### src/rtl/bin_to_bcd_seq.sv
// bin_to_bcd_seq
//
// Sequential binary-to-BCD converter using shift-add-3 (double dabble),
// one shift per clock.
//
// Timing: for a start accepted on edge E0, the W shifts occur on edges
// E0+1..E0+W. The result is registered on edge E0+W, together with the
// last shift. done is high for the cycle that follows that edge. The next
// conversion can be accepted on edge E0+W+2.
//
// Parameters
//   W       width of the binary input (1..27)
//   DIGITS  number of BCD output digits (1..8)
//
// Ports
//   clk       clock; all state changes on the rising edge
//   rst       asynchronous active-high reset; clears all state
//   start     conversion request; sampled only in IDLE
//   bin       unsigned value; sampled on the edge that accepts start
//   busy      high in SHIFT and DONE (W+1 cycles per conversion)
//   done      one-cycle pulse; bcd/overflow are updated in this cycle
//   bcd       DIGITS nibbles; digit k at [4k+3:4k]; held between done pulses
//   overflow  set with done when bin exceeds 10^DIGITS-1; held with bcd
module bin_to_bcd_seq #(
  parameter int W      = 20,
  parameter int DIGITS = 6
) (
  input  logic                  clk,
  input  logic                  rst,
  input  logic                  start,
  input  logic [W-1:0]          bin,
  output logic                  busy,
  output logic                  done,
  output logic [4*DIGITS-1:0]   bcd,
  output logic                  overflow
);

  // The scratch register has one extra nibble so that a carry out of the
  // top displayed digit never wraps into the digits that are shown.
  localparam int SW = 4 * (DIGITS + 1);
  localparam int CW = $clog2(W + 1);

  function automatic logic [31:0] max_value(input int n);
    logic [31:0] p;
    p = 32'd1;
    for (int i = 0; i < n; i++) begin
      p = p * 32'd10;
    end
    return p - 32'd1;
  endfunction

  localparam logic [31:0] MAX_VAL = max_value(DIGITS);

  typedef enum logic [1:0] {
    IDLE  = 2'd0,
    SHIFT = 2'd1,
    DONE  = 2'd2
  } state_t;

  state_t          state_reg;
  logic [W-1:0]    sh_reg;
  logic [SW-1:0]   scratch_reg;
  logic [CW-1:0]   cnt_reg;
  logic            ovf_reg;

  logic [SW-1:0]   adj;
  logic [SW+W-1:0] cat_next;
  logic [SW-1:0]   scratch_next;
  logic [W-1:0]    sh_next;

  // Add 3 to every nibble that is 5 or more. The nibble then carries
  // correctly into the next decimal digit when the shift doubles it.
  genvar gi;
  generate
    for (gi = 0; gi < DIGITS + 1; gi++) begin : g_adj
      logic [3:0] nib;
      assign nib = scratch_reg[4*gi +: 4];
      assign adj[4*gi +: 4] = (nib >= 4'd5) ? (nib + 4'd3) : nib;
    end
  endgenerate

  // Shift {scratch, shiftreg} left by one. The MSB of the binary register
  // enters bit 0 of the scratch register.
  assign cat_next     = {adj, sh_reg} << 1;
  assign scratch_next = cat_next[SW+W-1:W];
  assign sh_next      = cat_next[W-1:0];

  always_ff @(posedge clk or posedge rst) begin
    if (rst) begin
      state_reg   <= IDLE;
      sh_reg      <= '0;
      scratch_reg <= '0;
      cnt_reg     <= '0;
      ovf_reg     <= 1'b0;
      busy        <= 1'b0;
      done        <= 1'b0;
      bcd         <= '0;
      overflow    <= 1'b0;
    end else begin
      case (state_reg)
        IDLE: begin
          done <= 1'b0;
          if (start) begin
            sh_reg      <= bin;
            scratch_reg <= '0;
            cnt_reg     <= CW'(W);
            ovf_reg     <= (32'(bin) > MAX_VAL);
            busy        <= 1'b1;
            state_reg   <= SHIFT;
          end
        end

        SHIFT: begin
          sh_reg      <= sh_next;
          scratch_reg <= scratch_next;
          cnt_reg     <= cnt_reg - CW'(1);
          if (cnt_reg == CW'(1)) begin
            // Last shift. Register the result from the post-shift value
            // so that done and bcd appear in the same cycle.
            state_reg <= DONE;
            done      <= 1'b1;
            if (ovf_reg) begin
              bcd      <= {(4*DIGITS){1'b1}};
              overflow <= 1'b1;
            end else begin
              bcd      <= scratch_next[4*DIGITS-1:0];
              overflow <= 1'b0;
            end
          end
        end

        DONE: begin
          done      <= 1'b0;
          busy      <= 1'b0;
          state_reg <= IDLE;
        end

        default: begin
          done      <= 1'b0;
          busy      <= 1'b0;
          state_reg <= IDLE;
        end
      endcase
    end
  end

endmodule

### config.mk
export PLATFORM = sky130hd
export DESIGN_NAME = bin_to_bcd_seq
export DESIGN_NICKNAME = d
export VERILOG_FILES = /design/src/rtl/bin_to_bcd_seq.sv
export SDC_FILE = /design/constraint.sdc
export NUM_CORES = 1
export LEC_CHECK = 0
export ABC_AREA = 1
export CORE_MARGIN = 3
export CORE_UTILIZATION = 25
export DETAILED_ROUTE_END_ITERATION = 8
export GPL_ROUTABILITY_DRIVEN = 0
export SYNTH_ARGS = -nofsm -noshare
export SYNTH_HDL_FRONTEND = slang
export SYNTH_SLANG_ARGS = --single-unit
### constraint.sdc
create_clock -name clk -period 3.5 [get_ports clk]
set_input_delay 0.875 -clock clk [delete_from_list [all_inputs] [get_ports clk]]
set_output_delay 0.875 -clock clk [all_outputs]
set_load 0.03 [all_outputs]
# == Word level (Yosys, flattened, before mapping) ==
# Cells that the tools add are included.
# word_totals
ff_bits,83
output_inout_bits,27
# classes
reduce_logical,7
n_mux,22
eq_ne,4
order_cmp,8
n_addsub,8
n_bitwise,1
# op_table
op,count
$pmux 28 s2,1
$pmux 20 s2,1
$ge 4x3->1 const B,7
$mux 28,1
$add 4x2->4 const B,6
$mux 24,1
$mux 4,6
$gt 20x20->1 const B,1
$mux 20,1
$pmux 5 s2,1
$reduce_and 2->1,5
$eq 5x1->1 const B,1
$mux 5,1
$sub 5x1->5 const B,1
$mux 1,4
$mux 2,2
$ne 2x2->1 const B,2
$pmux 2 s2,1
$add 3x2->3 const B,1
$mux 3,1
$eq 2x1->1 const B,1
$logic_not 2->1,1
$pmux 1 s2,1
$reduce_bool 2->1,1
$not 1->1,1

# == Depth between registers and ports, before layout ==
# logic_depth
word_depth,3
depth_mapped,9
ltp_nobuf,9

# == Least setup slack after synthesis ==
# OpenSTA, ideal clock, no wires.
# synth_timing
path_kind,input-to-reg
startpoint,in start
endpoint,reg scratch_reg[10]
path_buffers,1
t_arrival_ns,1.365
setup_ns,0.134
required_time_ns,3.366
slack_ns,2.001
stages,6
path_cell_list,nand2_1 nand2_1 inv_2 buf_2 nand2_1 o21ai_0
# synth_between
elab_chain_cells,2
# synth_lines
item,line,source
start: declaration,30,"input logic start,"
$ne 2x2->1 (no line),-,
$reduce_and 2->1 (no line),-,
end signal: assignment,115,scratch_reg <= scratch_next;
end: declaration,62,logic [SW-1:0] scratch_reg;
# Every way passes these cells.
# A chain may end at the register's enable or synchronous reset.

# == Final worst setup path ==
# layout_timing
startpoint,reg bcd[21]
endpoint,out bcd[21]
# layout_rtl
item,line,source
start: declaration,34,"output logic [4*DIGITS-1:0] bcd,"
start signal: assignment,123,bcd <= {(4*DIGITS){1'b1}};
start signal: assignment,126,bcd <= scratch_next[4*DIGITS-1:0];
# No word-level cell between the ends.

==> flow_summary.json <==
{
  "status": "finished clean",
  "r2r_end": "bcd[15]",
  "synthArstFlopShare": 1.00,
  "critical_path.startpoint_type": "flop",
  "clock_path_buffers": 2,
  "ff2ff_setup_slack_ps": 1540,
  "io_pins": 50,
  "synthesis.instances": 460,
  "syn-num-nets": 497,
  "overflow": 0,
  "cts-root-buf": "clkbuf_16",
  "path_max_fanout": 2,
  "synth.avg_cell_area_um2": 8.37,
  "hold-path-cell-count": 2,
  "cts_hold_repair.buffers": 0,
  "total_leakage_power_nw": 2.26,
  "synth_flop_cell": "dfrtp_1",
  "ant_nets": 0,
  "cp.depth": 1,
  "path_buf_inv": 1,
  "rsz0062_at_grt": "false",
  "finalClockSkew_ps": 5.28,
  "post_cts.repair.setup_buffers": 0,
  "synth_area_um2": 3850,
  "required_ps": 2620,
  "wl_per_cell_um": 12.7,
  "finalHoldViolCount": 0,
  "max_freq_mhz": 443,
  "port-buffer-count": 49,
  "place_inst": 683,
  "num_vias": 3192,
  "grt_max_degree": 41,
  "cts_made_buffers": 9,
  "finalSetupTns_ps": 0,
  "drt-initial-drc-count": 263,
  "end_kind": "output port",
  "fin_crit_sh": 0.644,
  "synth_edf_count": 0,
  "worstRegToRegCells": 6,
  "avgViaCountPerCell": 4.57,
  "grt_pass1_wl_um": 15400,
  "drv_slew": 0,
  "path_class": "flop to output port",
  "cp-startpoint": "bcd[21]",
  "cts_tree": "built",
  "antenna_cells": 0,
  "synth.distinct_cells": 29,
  "area_delta_synth_final_pct": 25.5,
  "cts_resized": 0,
  "yosysSeqAreaShare": 0.514,
  "yosys.area.top_type": "dfrtp_1",
  "cp_slowest_cell": "clkdlybuf4s50_1",
  "fp.coreArea_um2": 14800,
  "final_common_cell": "nand2_1",
  "die_h_um": 130,
  "drcViolationCount": 0,
  "clkSinkCount": 79,
  "vdd_drop_max_v": 0.000277,
  "start_util": 0.260,
  "layout_min_cycle_time_ps": 2260,
  "die_w_um": 130,
  "drv_cap": 0,
  "clk_pin_slew_ps": 60,
  "slowest_delay_ps": 690,
  "yosysWarningCount": 0,
  "insertion_delay_ps": 340,
  "final_layout_size_suffix_gt1_frac": 0.0895,
  "grt_use_total": 0.114,
  "layout.nets": 547,
  "drt_wl_total_um": 8860,
  "path_cells": "clkdlybuf4s50_1",
  "htree_levels": 3,
  "critPathTopFamily": "buffers and inverters",
  "num_rows": 44,
  "die_area_um2": 16900,
  "antenna_found_initial": 0,
  "ys_seq_elements": 79,
  "final_cells": 698,
  "relSlewSlack": 0.531,
  "netlist.area_leader.share": 0.514,
  "worstPathArrival_ps": 1380,
  "layout_common_cells": "141 x nand2_1, 79 x dfrtp_1, 55 x nor2_1",
  "tightest_slew_ps": 702,
  "r2r-start": "state_reg[1]",
  "drt_first_pass_iters": 4,
  "synth.area.top_cells": "dfrtp_1 51%, nand2_1 14%, nor2_1 5.4%, ha_1 4.6%, nand3_1 3.6%",
  "dpl.hpwl_um": 6220,
  "pwr_density_cell_nw_per_um2": 991,
  "utilization": 0.326,
  "hp-class": "flop to flop",
  "grt_pass1_vias": 3258,
  "endpoint": "bcd[21]",
  "setup_viol": 0
}
stage by stage:
step	worst slack, ps	power (mW)	cell area [um2]	hold WS, ps
global placement	1040	3.72	4520	463
global route	1200	5.20	4830	507
finish	1240	4.78	4830	486
CTS	1210	4.84	4830	488
floorplan	602	3.13	3850	449
detailed placement	1010	3.83	4520	468
where the power goes:
group / internal [mW] / switching, mW / total [mW]
sequential: 1.34 / 0.264 / 1.60
clock: 0.637 / 0.350 / 0.987
combinational: 0.797 / 1.40 / 2.20
total: 2.77 / 2.02 / 4.78
cell usage after synthesis (3+ instances only):
library cell  count
a21oi_2          13
o21ai_0          25
inv_2             6
inv_1            36
buf_2             7
a21oi_1           7
o22ai_1           8
o21ai_1           3
buf_6             4
nor2_1           55
nand4_1          12
o211ai_1          4
nand2_1         141
nand3_1          28
dfrtp_1          79
ha_1             14
cells by family after synthesis:
group           Yosys count  share of synthesized area
compound gates           65                      0.106
flops                    79                      0.514
buf+inv                  58                     0.0696
fa+ha+maj                14                     0.0455
simple gates            244                      0.265
how the worst min path moves through the flow:
stage | from | to | slack, ps
5_1_grt | sh_reg[10] | sh_reg[10] | 510
3_3_place_gp | sh_reg[13] | sh_reg[13] | 460
6_report | sh_reg[2] | sh_reg[2] | 490
2_1_floorplan | sh_reg[13] | sh_reg[13] | 450
3_5_place_dp | sh_reg[13] | sh_reg[13] | 470
4_1_cts | sh_reg[1] | sh_reg[1] | 490
routing by layer:
layer | global-route usage | vias to the layer above | part of all wire
met3 | 0.0311 | 14 | 0.048
met5 | 0 | - | 0
met2 | 0.185 | 77 | 0.46
met4 | 0.0440 | 0 | 0.019
li1 | - | 1585 | -
met1 | 0.144 | 1516 | 0.48
layout make-up:
| cell class | instances | area (um2) |
|---|---|---|
| tap | 184 | 230 |
| sequential | 79 | 1980 |
| fill | 1536 | 9980 |
| multi-input combinational | 323 | 1600 |
| inverter | 44 | 173 |
| clock buffer | 11 | 243 |
| clock inverter | 4 | 70.1 |
| timing repair buffer | 53 | 533 |
Note: power is estimated with default switching activity, not from simulation.
